$ cat src/rtl/btn_debounce.sv
// Push-button conditioner: 2-FF synchroniser, shared 1 ms tick divider and a per-button
// debounce FSM producing clean levels, one-cycle press/release pulses and a both-pressed flag.
//   state        | meaning
//   RELEASED     | committed level 0, input agrees
//   PRESS_PEND   | committed level 0, counting ticks with input 1
//   PRESSED      | committed level 1, input agrees
//   RELEASE_PEND | committed level 1, counting ticks with input 0
module btn_debounce #(
    parameter int FREQ_OF_CLK_IN        = 100,
    parameter int MAX_CNT_WIDTH_DIVIDER = 32,
    parameter int DEBOUNCE_MS           = 10,
    parameter int NUM_BTN               = 2
) (
    input  logic               clk,
    input  logic               rst_n,
    input  logic [NUM_BTN-1:0] btn,
    output logic [NUM_BTN-1:0] btn_level,
    output logic [NUM_BTN-1:0] btn_rise,
    output logic [NUM_BTN-1:0] btn_fall,
    output logic               both_pressed
);

    localparam int TICK_DIV = FREQ_OF_CLK_IN * 1000;
    localparam int STAB_W   = $clog2(DEBOUNCE_MS + 1);

    localparam logic [MAX_CNT_WIDTH_DIVIDER-1:0] DIV_LAST = MAX_CNT_WIDTH_DIVIDER'(TICK_DIV - 1);
    localparam logic [MAX_CNT_WIDTH_DIVIDER-1:0] DIV_ONE  = MAX_CNT_WIDTH_DIVIDER'(1);
    localparam logic [STAB_W-1:0]                STAB_ONE  = STAB_W'(1);
    localparam logic [STAB_W-1:0]                STAB_DONE = STAB_W'(DEBOUNCE_MS);

    typedef enum logic [1:0] {
        ST_RELEASED     = 2'd0,
        ST_PRESS_PEND   = 2'd1,
        ST_PRESSED      = 2'd2,
        ST_RELEASE_PEND = 2'd3
    } state_t;

    logic [NUM_BTN-1:0]               r_sync1;
    logic [NUM_BTN-1:0]               r_sync2;
    logic [MAX_CNT_WIDTH_DIVIDER-1:0] r_div;
    logic                             w_tick;

    state_t                           r_state     [NUM_BTN];
    state_t                           w_state_nxt [NUM_BTN];
    logic [STAB_W-1:0]                r_stab      [NUM_BTN];
    logic [STAB_W-1:0]                w_stab_nxt  [NUM_BTN];
    logic [STAB_W-1:0]                w_stab_inc  [NUM_BTN];

    logic [NUM_BTN-1:0]               r_level;
    logic [NUM_BTN-1:0]               r_rise;
    logic [NUM_BTN-1:0]               r_fall;
    logic                             r_both;
    logic [NUM_BTN-1:0]               w_level_nxt;
    logic [NUM_BTN-1:0]               w_rise_nxt;
    logic [NUM_BTN-1:0]               w_fall_nxt;
    logic                             w_both_nxt;

    always_ff @(posedge clk or negedge rst_n) begin
        if (!rst_n) begin
            r_sync1 <= '0;
            r_sync2 <= '0;
        end else begin
            r_sync1 <= btn;
            r_sync2 <= r_sync1;
        end
    end

    assign w_tick = (r_div == DIV_LAST);

    always_ff @(posedge clk or negedge rst_n) begin
        if (!rst_n) begin
            r_div <= '0;
        end else if (w_tick) begin
            r_div <= '0;
        end else begin
            r_div <= r_div + DIV_ONE;
        end
    end

    // State register; the output flops live here too so they move on the committing edge.
    always_ff @(posedge clk or negedge rst_n) begin
        if (!rst_n) begin
            for (int i = 0; i < NUM_BTN; i++) begin
                r_state[i] <= ST_RELEASED;
                r_stab[i]  <= '0;
            end
            r_level <= '0;
            r_rise  <= '0;
            r_fall  <= '0;
            r_both  <= 1'b0;
        end else begin
            for (int i = 0; i < NUM_BTN; i++) begin
                r_state[i] <= w_state_nxt[i];
                r_stab[i]  <= w_stab_nxt[i];
            end
            r_level <= w_level_nxt;
            r_rise  <= w_rise_nxt;
            r_fall  <= w_fall_nxt;
            r_both  <= w_both_nxt;
        end
    end

    always_comb begin
        for (int i = 0; i < NUM_BTN; i++) begin
            w_state_nxt[i] = r_state[i];
            w_stab_nxt[i]  = r_stab[i];
            w_stab_inc[i]  = r_stab[i] + STAB_ONE;
            if (w_tick) begin
                case (r_state[i])
                    ST_RELEASED: begin
                        if (r_sync2[i]) begin
                            if (DEBOUNCE_MS == 1) begin
                                w_state_nxt[i] = ST_PRESSED;
                                w_stab_nxt[i]  = '0;
                            end else begin
                                w_state_nxt[i] = ST_PRESS_PEND;
                                w_stab_nxt[i]  = STAB_ONE;
                            end
                        end
                    end
                    ST_PRESS_PEND: begin
                        if (!r_sync2[i]) begin
                            w_state_nxt[i] = ST_RELEASED;
                            w_stab_nxt[i]  = '0;
                        end else if (w_stab_inc[i] == STAB_DONE) begin
                            w_state_nxt[i] = ST_PRESSED;
                            w_stab_nxt[i]  = '0;
                        end else begin
                            w_stab_nxt[i]  = w_stab_inc[i];
                        end
                    end
                    ST_PRESSED: begin
                        if (!r_sync2[i]) begin
                            if (DEBOUNCE_MS == 1) begin
                                w_state_nxt[i] = ST_RELEASED;
                                w_stab_nxt[i]  = '0;
                            end else begin
                                w_state_nxt[i] = ST_RELEASE_PEND;
                                w_stab_nxt[i]  = STAB_ONE;
                            end
                        end
                    end
                    ST_RELEASE_PEND: begin
                        if (r_sync2[i]) begin
                            w_state_nxt[i] = ST_PRESSED;
                            w_stab_nxt[i]  = '0;
                        end else if (w_stab_inc[i] == STAB_DONE) begin
                            w_state_nxt[i] = ST_RELEASED;
                            w_stab_nxt[i]  = '0;
                        end else begin
                            w_stab_nxt[i]  = w_stab_inc[i];
                        end
                    end
                    default: begin
                        w_state_nxt[i] = ST_RELEASED;
                        w_stab_nxt[i]  = '0;
                    end
                endcase
            end
        end
    end

    always_comb begin
        for (int i = 0; i < NUM_BTN; i++) begin
            w_level_nxt[i] = (w_state_nxt[i] == ST_PRESSED) ||
                             (w_state_nxt[i] == ST_RELEASE_PEND);
        end
        w_rise_nxt = w_level_nxt & ~r_level;
        w_fall_nxt = ~w_level_nxt & r_level;
        w_both_nxt = w_level_nxt[1] & w_level_nxt[0];
    end

    assign btn_level    = r_level;
    assign btn_rise     = r_rise;
    assign btn_fall     = r_fall;
    assign both_pressed = r_both;

endmodule

$ cat config.mk
export PLATFORM = sky130hd
export DESIGN_NAME = btn_debounce
export DESIGN_NICKNAME = d
export VERILOG_FILES = /design/src/rtl/btn_debounce.sv
export SDC_FILE = /design/constraint.sdc
export NUM_CORES = 1
export LEC_CHECK = 0
export BUFFER_PORTS_ARGS = -buffer_cell sky130_fd_sc_hd__buf_2
export CORE_ASPECT_RATIO = 1.1
export CORE_MARGIN = 2
export CORE_UTILIZATION = 50
export CTS_BUF_LIST = sky130_fd_sc_hd__clkbuf_8
export DETAILED_ROUTE_END_ITERATION = 10
export PLACE_DENSITY = 0.67
export SLEW_MARGIN = 20
export SYNTH_ARGS = -nofsm -noshare
export SYNTH_HDL_FRONTEND = slang
export SYNTH_SLANG_ARGS = --single-unit
$ cat constraint.sdc
create_clock -name clk -period 2.6 [get_ports clk]
set_input_delay 0.39 -clock clk [delete_from_list [all_inputs] [get_ports clk]]
set_output_delay 0.39 -clock clk [all_outputs]
set_load 0.05 [all_outputs]
* Yosys cells after proc, flatten, opt, wreduce, memory -nomap -nowiden
Index checks and enable logic that the tools add are counted.
Storage, ports and cells: bits in registers 55, latch bits 0, RAM bits 0, bits in read-only memories 0, input bits 4, output and inout port bits 7, word-level logic and storage cells 71, memories 0
Cells by class: add/sub/neg operators 3, $mul 0, divide/modulo/power cells 0, $lt $le $gt $ge 0, equal/unequal tests 17, shift-type cells 0, multiplexer cells 29, bitwise operators 5, reduce and logical (&&, ||, !) cells 6
Operators with widths (count):
- $mux W4 | 10
- $add A32 B1 Y32 const B | 1
- $eq A32 B17 Y1 const B | 1
- $mux W32 | 1
- $pmux W4 S4 | 2
- $mux W2 | 14
- $eq A2 B2 Y1 const B | 8
- $pmux W2 S4 | 2
- $add A4 B1 Y4 const B | 2
- $eq A4 B4 Y1 const B | 2
- $ne A2 B2 Y1 const B | 4
- $reduce_and A3 Y1 | 2
- $and A2 B2 Y2 | 2
- $eq A2 B1 Y1 const B | 2
- $logic_not A2 Y1 | 2
- $not A2 Y2 | 2
- $logic_or A1 B1 Y1 | 2
- $and A1 B1 Y1 | 1

* Longest topological paths before layout
Gate-level depths: netlist of the first run.
depth after elaboration 10, mapped depth 7, gate-level depth less buffers 7

* Worst setup path after synthesis of the first run
No wires, ideal clock.
path kind register to register, start reg r_stab[0] (netlist bit), end reg r_fall[1] (netlist: btn_fall[1]), library setup time 0.068 ns, arrival 2.100 ns, required time 2.532 ns, path slack 0.432 ns, stages on the path, launching flop included 7, buffers on the path 0, period minus slack after synthesis 2.168 ns, cell sequence dfrtp_1 -> ha_1 -> nand2b_4 -> or3b_4 -> a2111oi_2 -> mux2i_1 -> and2_1
Between the ends: cells in the longest elaborated chain, start to end 10, elaborated cells between the ends (all ways) 13, those cells by class add/sub: 1; eq/ne: 3; mux: 6; bitwise: 2; reduce/logical: 1
Ends and longest elaborated chain:
- start, declared | line 45 | logic [STAB_W-1:0] r_stab [NUM_BTN];
- start signal, assigned by index | line 94 | r_stab[i] <= w_stab_nxt[i];
- $add A4 B1 Y4 * | line 107 | w_stab_inc[i] = r_stab[i] + STAB_ONE;
- $eq A4 B4 Y1 * | line 125, 147
- $mux W2, on equally long branches | line 147, 125
- $mux W2, on equally long branches | line 144, 122
- $pmux W2 S4 * | line 109 | case (r_state[i])
- $mux W2 * | line 108 | if (w_tick) begin
- $eq A2 B2 Y1, on equally long branches | line 165, 166
- $logic_or A1 B1 Y1 * | line 165 | w_level_nxt[i] = (w_state_nxt[i] == ST_PRESSED) ||
- $not A2 Y2 * | line 169 | w_fall_nxt = ~w_level_nxt & r_level;
- $and A2 B2 Y2 * | line 169
- net w_fall_nxt[1] | line 55 | logic [NUM_BTN-1:0] w_fall_nxt;
- end signal, assigned | line 98 | r_fall <= w_fall_nxt;
- end, declared | line 51 | logic [NUM_BTN-1:0] r_fall;
Mark *: on every way through the listed nets, which the timed path passes. The rest lies on a longest branch. A chain may end at the register's enable or synchronous reset.

* Worst setup path after layout of the first run
Same ends and word-level chain as after synthesis.

==> results of run 1 <==
## cell type report
| cell class | count | share of cell area, % |
|---|---|---|
| inverter | 10 | 1.26 |
| timing repair buffer | 14 | 3.10 |
| tap | 75 | 3.14 |
| multi-input combinational | 182 | 42.5 |
| clock inverter | 2 | 1.17 |
| sequential | 55 | 46.0 |
| clock buffer | 6 | 2.76 |
## metal layers
layer	track usage (%)	up-vias	wire length [microns]
met5	0	-	0
met4	5.45	0	56
met3	4.09	5	94
met2	29.1	15	2270
met1	23.7	922	2260
li1	-	927	-
## cells by family after synthesis
group                      share of synthesized area [%]
and+or+nand+nor                                     24.9
muxes                                              0.742
buffers and inverters                               1.81
DFF                                                 51.0
adders and majority gates                           2.32
xor gates and xnor gates                            10.4
AOI/OAI and AO/OA                                   8.77
## worst max-delay path, cell delays in order, from the launching register on
cell       delay, ns
dfrtp_1         0.47
ha_1            0.28
nand2b_4        0.15
or3b_4          0.41
a2111oi_2       0.41
mux2i_1         0.39
and2_1          0.18
## power breakdown
part / switching, W / internal, W / total (W)
combinational: 0.0000188 / 0.00000628 / 0.0000251
sequential: 0.00000153 / 0.000858 / 0.000859
clock: 0.000266 / 0.000312 / 0.000578
total: 0.000286 / 0.00118 / 0.00146
## state kept, by name (all words and copies together) (netlist names)
register	count
r_state	4
r_sync2	2
r_stab	8
btn_fall	2
r_div	32
r_sync1	2
btn_rise	2
both_pressed	1
btn_level	2
## cell usage after synthesis (3+ instances only)
master    instances  area, sq um
nand3_1          19         95.1
nor3_1            3         15.0
nand2b_1          3         18.8
xor2_1           15          131
nor4_2            3         37.5
nand4_1           8         50.1
and3_1            4         25.0
nand2_1          18         67.6
a21oi_1           5         25.0
o21ai_0           6         30.0
a21boi_0          3         22.5
nor4_4            3         63.8
nor4_1            7         43.8
and2_1            4         25.0
nor2_1           27          101
dfrtp_1          55         1380
a32o_1            5         50.1
ha_1              5         62.6
inv_1            10         37.5
xnor2_1          17          149
## metrics by stage
step,instances,setup slack [ns],power (W),util (%),cell area (sq um)
2_1_floorplan,249,0.432,0.000879,-,2700
3_3_place_gp,336,0.321,0.000903,54.3,2870
3_5_place_dp,336,0.275,0.000903,54.3,2870
4_1_cts,344,0.257,0.00148,56.5,2990
5_1_grt,344,0.0998,0.00152,56.5,2990
6_report,344,0.263,0.00146,56.5,2990
## worst max path at each step
stage	end	cells past startpoint	slack, ns	start
2_1_floorplan	btn_fall[1]$_DFF_PN0_	6	0.43	r_stab[0]$_DFFE_PN0P_
3_3_place_gp	btn_fall[1]$_DFF_PN0_	6	0.32	r_stab[0]$_DFFE_PN0P_
3_5_place_dp	btn_fall[1]$_DFF_PN0_	6	0.28	r_stab[0]$_DFFE_PN0P_
4_1_cts	btn_fall[1]$_DFF_PN0_	6	0.26	r_stab[0]$_DFFE_PN0P_
5_1_grt	btn_fall[1]$_DFF_PN0_	6	0.1	r_stab[0]$_DFFE_PN0P_
6_report	btn_fall[1]$_DFF_PN0_	6	0.26	r_stab[0]$_DFFE_PN0P_
==> flow_metrics.env, run 1 <==
export IMPL_ir_drop_mv=0.315
export IMPL_postRouteAntennaNets=0
export IMPL_cts_path_max_buffers=2
export IMPL_initial_core_util_pct=51.0
export IMPL_grt_pass1_vias=1769
export IMPL_synthesis_instances=249
export IMPL_final_hold_viol_count=0
export IMPL_portBuffers=10
export IMPL_drv_cap=0
export IMPL_synth_distinct_cells=42
export IMPL_clk_insertion_delay_late_ns=0.31
export IMPL_worstPathRequired_ns=2.85
export IMPL_fillers=469
export IMPL_hold_class="primary input to asynchronous set/reset pin"
export IMPL_track_usage_pct=17.8
export IMPL_p_per_area_mw_per_mm2=489
export IMPL_reg2reg_depth=6
export IMPL_wire_per_inst_microns=13.6
export IMPL_hold_slack_ns=0.0610
export IMPL_min_period_over_period_pct=89.9
export IMPL_viasPerCell=5.43
export IMPL_dieArea_sq_mm=0.00600
export IMPL_num_io_pins=11
export IMPL_fp_coreArea_sq_mm=0.00529
export IMPL_cp_arrival_ns=2.59
export IMPL_post_cts_setup_buffers=0
export IMPL_timing_slew_headroom_pct=69.1
export IMPL_finalNetCount=277
export IMPL_drc=0
export IMPL_cts_buffers=5
export IMPL_grt_max_degree=56
export IMPL_drtIter0Drc=89
export IMPL_grt_pass1_wl_mm=8.18
export IMPL_n_antenna_cell=0
export IMPL_setup_viol=0
export IMPL_post_cts_resized=0
export IMPL_seq_area_sq_mm=0.00138
export IMPL_htreeDepth=2
export IMPL_synth_fp_nets=258
export IMPL_status="finished clean"
export IMPL_cts_sinks=55
export IMPL_ctsHoldBuffers=0
export IMPL_endpoint_kind="flip-flop"
export IMPL_setup_tns_ns=0
export IMPL_cts_tree="yes"
export IMPL_rows=28
export IMPL_rsz0062_at_grt="no"
export IMPL_critPathKind="flip-flop to flip-flop"
export IMPL_max_slew_worst_pin_slew_ns=0.451
export IMPL_ys_flop_type="dfrtp_1"
export IMPL_ys_seq_area_share_pct=51.0
export IMPL_yosysWarningCount=0
export IMPL_layout_commonest_cell="dfrtp_1"
export IMPL_avgSynthCellArea_sq_um=10.8
export IMPL_skew_ns=0.00908
export IMPL_clkTransAtPathRegs_ns=0.10
export IMPL_area_delta_synth_final_pct=10.9
export IMPL_gp_congestion=0.816
export IMPL_grt_overflow=0
export IMPL_die_h_microns=81.0
export IMPL_critical_path_peak_fanout=8
export IMPL_dp_hpwl_mm=3.35
export IMPL_period_needed_ns=2.34
export IMPL_synth_edff_count=0
export IMPL_antenna_found_initial=0
export IMPL_dr_pass1_iters=4
export IMPL_power_leakage_nw=1.36
export IMPL_ys_seq_elements=55
export IMPL_multiInputGateArea_sq_mm=0.00127
export IMPL_final_cell_mix="55 x dfrtp_1, 27 x nor2_1, 19 x nand3_1, 18 x nand2_1, 17 x xnor2_1"
export IMPL_routed_wl_mm=4.68
export IMPL_r2r_start="r_stab[0]$_DFFE_PN0P_"
export IMPL_netlist_area_sq_mm=0.00270
export IMPL_max_freq_ghz=0.428
export IMPL_drv_slew=0
export IMPL_async_flop_share_pct=100
export IMPL_cts_root_buf="clkbuf_8"
export IMPL_final_layout_size_suffix_gt1_share_pct=14.5
export IMPL_start_kind="flip-flop"
export IMPL_via_count=1869
export IMPL_regToRegEndpoint="btn_fall[1]$_DFF_PN0_"
export IMPL_die_w_microns=74.0
export IMPL_reg2reg_slack_ns=0.26
No activity file was read; power rests on OpenSTA's default activity.
==> run 2, diff against run 1 <==
--- a/config.mk
+++ b/config.mk
@@ -9,7 +9,7 @@
 export CORE_ASPECT_RATIO = 1.1
 export CORE_MARGIN = 2
 export CORE_UTILIZATION = 50
-export CTS_BUF_LIST = sky130_fd_sc_hd__clkbuf_8
+export CTS_BUF_LIST = sky130_fd_sc_hd__clkbuf_16
 export DETAILED_ROUTE_END_ITERATION = 10
 export PLACE_DENSITY = 0.67
 export SLEW_MARGIN = 20
==> run 2 against run 1 <==
Effect of this change: via count is 0.54% lower; critical path depth stayed put; setup slack better by 0.013 ns; largest power group unchanged.
==> flow_metrics.env, run 2 (synthesis gave the netlist of run 1 again) <==
export IMPL_status="finished clean"
export IMPL_timing_slew_headroom_pct=68.8
export IMPL_wire_per_inst_microns=13.6
export IMPL_setup_tns_ns=0
export IMPL_grt_pass1_wl_mm=8.16
export IMPL_drv_slew=0
export IMPL_pwr_share_comb_pct=1.6
export IMPL_num_io_pins=11
export IMPL_post_cts_resized=0
export IMPL_cts_root_buf="clkbuf_16"
export IMPL_drc=0
export IMPL_n_antenna_cell=0
export IMPL_dr_pass1_iters=4
export IMPL_max_slew_worst_pin_slew_ns=0.455
export IMPL_drv_cap=0
export IMPL_fp_coreArea_sq_mm=0.00529
export IMPL_r2r_start="r_stab[0]$_DFFE_PN0P_"
export IMPL_cts_tree="yes"
export IMPL_die_h_microns=81.0
export IMPL_largestRegisters="r_div x32, r_stab x8, r_state x4"
export IMPL_cts_sinks=55
export IMPL_reg2reg_depth=6
export IMPL_min_period_over_period_pct=89.4
export IMPL_clkTransAtPathRegs_ns=0.07
export IMPL_period_needed_ns=2.32
export IMPL_rsz0062_at_grt="no"
export IMPL_critical_path_peak_fanout=8
export IMPL_routed_wl_mm=4.70
export IMPL_skew_ns=0.00416
export IMPL_setup_viol=0
export IMPL_critPathKind="flip-flop to flip-flop"
export IMPL_hold_slack_ns=0.0908
export IMPL_portBuffers=10
export IMPL_worstPathRequired_ns=2.83
export IMPL_die_w_microns=74.0
export IMPL_utilization_pct=57.4
export IMPL_track_usage_pct=17.7
export IMPL_final_cell_mix="55 x dfrtp_1, 27 x nor2_1, 19 x nand3_1, 18 x nand2_1, 17 x xnor2_1"
export IMPL_reg2reg_slack_ns=0.28
export IMPL_drtIter0Drc=84
export IMPL_grt_pass1_vias=1770
export IMPL_power_share_switching_pct=18.8
export IMPL_dieArea_sq_mm=0.00600
export IMPL_grt_overflow=0
export IMPL_top_register="r_div"
export IMPL_largest_register_ff_count=32
export IMPL_finalNetCount=277
export IMPL_final_layout_size_suffix_gt1_share_pct=14.1
export IMPL_place_ws_ns=0.275
export IMPL_hold_class="primary input to asynchronous set/reset pin"
export IMPL_seqPwrFrac_pct=53.2
export IMPL_pwr_share_clk_pct=45.3
export IMPL_ir_drop_mv=0.323
export IMPL_fin_ws_ns=0.276
export IMPL_layout_commonest_cell="dfrtp_1"
export IMPL_htreeDepth=2
export IMPL_endpoint="btn_fall[1]$_DFF_PN0_"
export IMPL_antenna_found_initial=0
export IMPL_cts_path_max_buffers=2
export IMPL_cp_startpoint="r_stab[0]$_DFFE_PN0P_"
export IMPL_endpoint_kind="flip-flop"
export IMPL_final_hold_viol_count=0
export IMPL_start_kind="flip-flop"
export IMPL_cp_arrival_ns=2.55
export IMPL_max_freq_ghz=0.430
export IMPL_ctsHoldBuffers=0
export IMPL_cts_buffers=5
export IMPL_grt_max_degree=56
export IMPL_regToRegEndpoint="btn_fall[1]$_DFF_PN0_"
export IMPL_gp_congestion=0.816
export IMPL_power_leakage_nw=1.38
export IMPL_cell_internal_pwr_w=0.00131
export IMPL_p_per_area_mw_per_mm2=533
export IMPL_area_delta_synth_final_pct=12.6
export IMPL_via_count=1859
export IMPL_dp_hpwl_mm=3.35
export IMPL_initial_core_util_pct=51.0
export IMPL_postRouteAntennaNets=0
export IMPL_rows=28
export IMPL_p_switching_w=0.000303
export IMPL_post_cts_setup_buffers=0
export IMPL_viasPerCell=5.40
export IMPL_clk_insertion_delay_late_ns=0.29
run 2: changes by cell type in the layout (fill, tap and decap cells not counted):
cell       change
clkbuf_16      +5
clkinv_1       +1
clkbuf_8       -6
run 2: through the flow:
stage,instances,power (W),area (sq um)
4_1_cts,344,0.00163,3040
6_report,344,0.00162,3040
5_1_grt,344,0.00167,3040
3_5_place_dp,336,0.000903,2870
2_1_floorplan,249,0.000879,2700
3_3_place_gp,336,0.000903,2870
run 2: critical path: stages, from the launching register on:
cell,delay (ns)
dfrtp_1,0.46
ha_1,0.28
nand2b_4,0.15
or3b_4,0.41
a2111oi_2,0.40
mux2i_1,0.39
and2_1,0.18
run 2: power by group through the flow:
stage	registers, W	clock network (W)	logic [W]
2_1_floorplan	0.000876	0	0.00000316
3_3_place_gp	0.000876	0	0.0000269
3_5_place_dp	0.000876	0	0.0000268
4_1_cts	0.000860	0.000744	0.0000266
5_1_grt	0.000860	0.000781	0.0000302
6_report	0.000860	0.000732	0.0000253
run 2: layer usage:
metal | wire [microns] | global-route usage (%)
met1 | 2240 | 23.4
met2 | 2320 | 29.3
met3 | 75 | 3.72
met4 | 59 | 5.45
met5 | 0 | 0
run 2: worst min-delay path by stage:
| stage | slack [ns] | end | cells past startpoint | from |
|---|---|---|---|---|
| after floorplan | 0.09 | both_pressed$_DFF_PN0_ | 0 | rst_n |
| after detailed placement | 0.34 | r_sync2[0]$_DFF_PN0_ | 0 | r_sync1[0]$_DFF_PN0_ |
| after global routing | 0.11 | r_sync1[0]$_DFF_PN0_ | 2 | rst_n |
| after global placement | 0.34 | r_sync2[1]$_DFF_PN0_ | 0 | r_sync1[1]$_DFF_PN0_ |
| after CTS | 0.10 | r_div[23]$_DFF_PN0_ | 2 | rst_n |
| final | 0.09 | r_sync1[0]$_DFF_PN0_ | 2 | rst_n |
run 2: cell type report:
class | count | area, sq um
sequential | 55 | 1380
multi-input combinational | 182 | 1270
clock buffer | 5 | 125
inverter | 10 | 37.5
fill | 464 | 2250
timing repair buffer | 14 | 92.6
tap | 75 | 93.8
clock inverter | 3 | 38.8
==> run 3, diff against run 2 <==
--- a/config.mk
+++ b/config.mk
@@ -6,12 +6,14 @@
 export NUM_CORES = 1
 export LEC_CHECK = 0
 export BUFFER_PORTS_ARGS = -buffer_cell sky130_fd_sc_hd__buf_2
+export CELL_PAD_IN_SITES_DETAIL_PLACEMENT = 1
+export CELL_PAD_IN_SITES_GLOBAL_PLACEMENT = 1
 export CORE_ASPECT_RATIO = 1.1
 export CORE_MARGIN = 2
-export CORE_UTILIZATION = 50
+export CORE_UTILIZATION = 49
 export CTS_BUF_LIST = sky130_fd_sc_hd__clkbuf_16
 export DETAILED_ROUTE_END_ITERATION = 10
-export PLACE_DENSITY = 0.67
+export PLACE_DENSITY = 0.79
 export SLEW_MARGIN = 20
 export SYNTH_ARGS = -nofsm -noshare
 export SYNTH_HDL_FRONTEND = slang
==> run 3 against run 2 <==
Effect of this change: power rose by 1.2%; combinational power fell by 4%; fmax fell by 3.6%; hold slack improved by 0.11 ns; die area rose by 1.9%; critical path depth did not move; core utilization fell by 0.84 points; design area fell by 0.16%; largest power group unchanged; highest routed layer unchanged.
==> flow_metrics.env, run 3 (synthesis gave the netlist of run 1 again) <==
export IMPL_status="finished clean"
export IMPL_setup_tns_ns=0
export IMPL_drtIter0Drc=34
export IMPL_rows=28
export IMPL_viasPerCell=5.59
export IMPL_clk_insertion_delay_late_ns=0.29
export IMPL_critPathKind="flip-flop to flip-flop"
export IMPL_num_io_pins=11
export IMPL_cts_sinks=55
export IMPL_p_per_area_mw_per_mm2=540
export IMPL_met3_length_microns=107
export IMPL_dieArea_sq_mm=0.00611
export IMPL_grt_max_degree=40
export IMPL_antenna_found_initial=0
export IMPL_place_ws_ns=0.223
export IMPL_drv_slew=0
export IMPL_dr_pass1_iters=4
export IMPL_cts_buffers=5
export IMPL_min_period_over_period_pct=92.8
export IMPL_drc=0
export IMPL_period_needed_ns=2.41
export IMPL_final_cell_mix="55 x dfrtp_1, 27 x nor2_1, 19 x nand3_1, 18 x nand2_1, 17 x xnor2_1"
export IMPL_skew_ns=0.00700
export IMPL_wire_per_inst_microns=16.7
export IMPL_route_top_layer_used="met4"
export IMPL_power_leakage_nw=1.38
export IMPL_critical_path_peak_fanout=8
export IMPL_cts_path_max_buffers=2
export IMPL_cp_arrival_ns=2.65
export IMPL_top_register="r_div"
export IMPL_worstPathRequired_ns=2.83
export IMPL_cts_tree="yes"
export IMPL_post_cts_setup_buffers=0
export IMPL_postRouteAntennaNets=0
export IMPL_final_hold_viol_count=0
export IMPL_start_kind="flip-flop"
export IMPL_timing_slew_headroom_pct=43.0
export IMPL_area_delta_synth_final_pct=12.4
export IMPL_fp_coreArea_sq_mm=0.00536
export IMPL_routed_wl_mm=5.76
export IMPL_hold_class="primary input to flip-flop"
export IMPL_seq_area_sq_mm=0.00138
export IMPL_largestRegisters="r_div x32, r_stab x8, r_state x4"
export IMPL_ctsHoldBuffers=0
export IMPL_initial_core_util_pct=50.3
export IMPL_portBuffers=10
export IMPL_met1_length_mm=2.51
export IMPL_grt_pass1_vias=2122
export IMPL_cts_root_buf="clkbuf_16"
export IMPL_max_slew_worst_pin_slew_ns=0.855
export IMPL_largest_register_ff_count=32
export IMPL_wl_met2_mm=3.09
export IMPL_dp_hpwl_mm=4.18
export IMPL_n_antenna_cell=0
export IMPL_fillers=600
export IMPL_max_freq_ghz=0.415
export IMPL_fin_ws_ns=0.188
export IMPL_finalNetCount=278
export IMPL_drv_cap=0
export IMPL_via_count=1930
export IMPL_clkTransAtPathRegs_ns=0.07
export IMPL_grt_pass1_wl_mm=9.83
export IMPL_rsz0062_at_grt="no"
export IMPL_multiInputGateArea_sq_mm=0.00127
export IMPL_grt_overflow=0
export IMPL_final_layout_size_suffix_gt1_share_pct=14.4
export IMPL_layout_commonest_cell="dfrtp_1"
export IMPL_setup_viol=0
export IMPL_ir_drop_mv=0.420
export IMPL_gp_congestion=0.808
export IMPL_post_cts_resized=0
export IMPL_htreeDepth=2
export IMPL_endpoint_kind="flip-flop"
export IMPL_die_w_microns=74.7
export IMPL_die_h_microns=81.8
export IMPL_track_usage_pct=21.3
[run 3: cell types whose count changed in the layout (fill, tap and decap cells not counted)]
cell,change
buf_4,+2
buf_12,-1
[run 3: worst paths after layout]
| path | from | end | slack (ns) | depth (start not counted) |
|---|---|---|---|---|
| worst max-delay path | r_stab[0]$_DFFE_PN0P_ | btn_fall[1]$_DFF_PN0_ | 0.19 | 6 |
| worst min-delay path | btn[0] | r_sync1[0]$_DFF_PN0_ | 0.20 | 1 |
| worst max register to register | r_stab[0]$_DFFE_PN0P_ | btn_fall[1]$_DFF_PN0_ | 0.19 | 6 |
| worst min register to register | r_sync1[0]$_DFF_PN0_ | r_sync2[0]$_DFF_PN0_ | 0.35 | 0 |
| max in group asynchronous | rst_n | r_stab[4]$_DFFE_PN0P_ | 1.74 | 2 |
| min in group asynchronous | rst_n | r_div[27]$_DFF_PN0_ | 0.21 | 1 |
[run 3: critical path, stage by stage, from the launching register on]
cell and delay, ns:
dfrtp_1 0.47, ha_1 0.29, nand2b_4 0.16, or3b_4 0.41, a2111oi_2 0.42, mux2i_1 0.43
and2_1 0.19
[run 3: layer usage]
layer	vias up	GRT usage, %
li1	928	-
met1	985	25.1
met2	12	39.0
met3	5	4.42
met4	0	5.54
met5	-	0
[run 3: final cells by class]
class	count	area share, %
Sequential cell	55	45.4
Multi-Input combinational cell	182	41.9
Clock buffer	5	4.13
Tap cell	75	3.10
Timing Repair Buffer	15	2.89
Clock inverter	3	1.28
Inverter	10	1.24
[run 3: power by group]
group	internal, W	switching, W
Sequential	0.000858	0.00000164
Combinational	0.00000507	0.0000192
Clock	0.000450	0.000302
Total	0.00131	0.000323
[run 3: through the flow]
stage	utilization, %	cells	total power, W	instance area [sq um]	hold WS (ns)
4_1_cts	56.5	345	0.00164	3030	0.198
6_report	56.5	345	0.00164	3030	0.198
3_3_place_gp	53.5	337	0.000901	2870	0.336
3_5_place_dp	53.5	337	0.000902	2870	0.337
5_1_grt	56.5	345	0.00168	3030	0.194
2_1_floorplan	-	249	0.000879	2700	0.0944
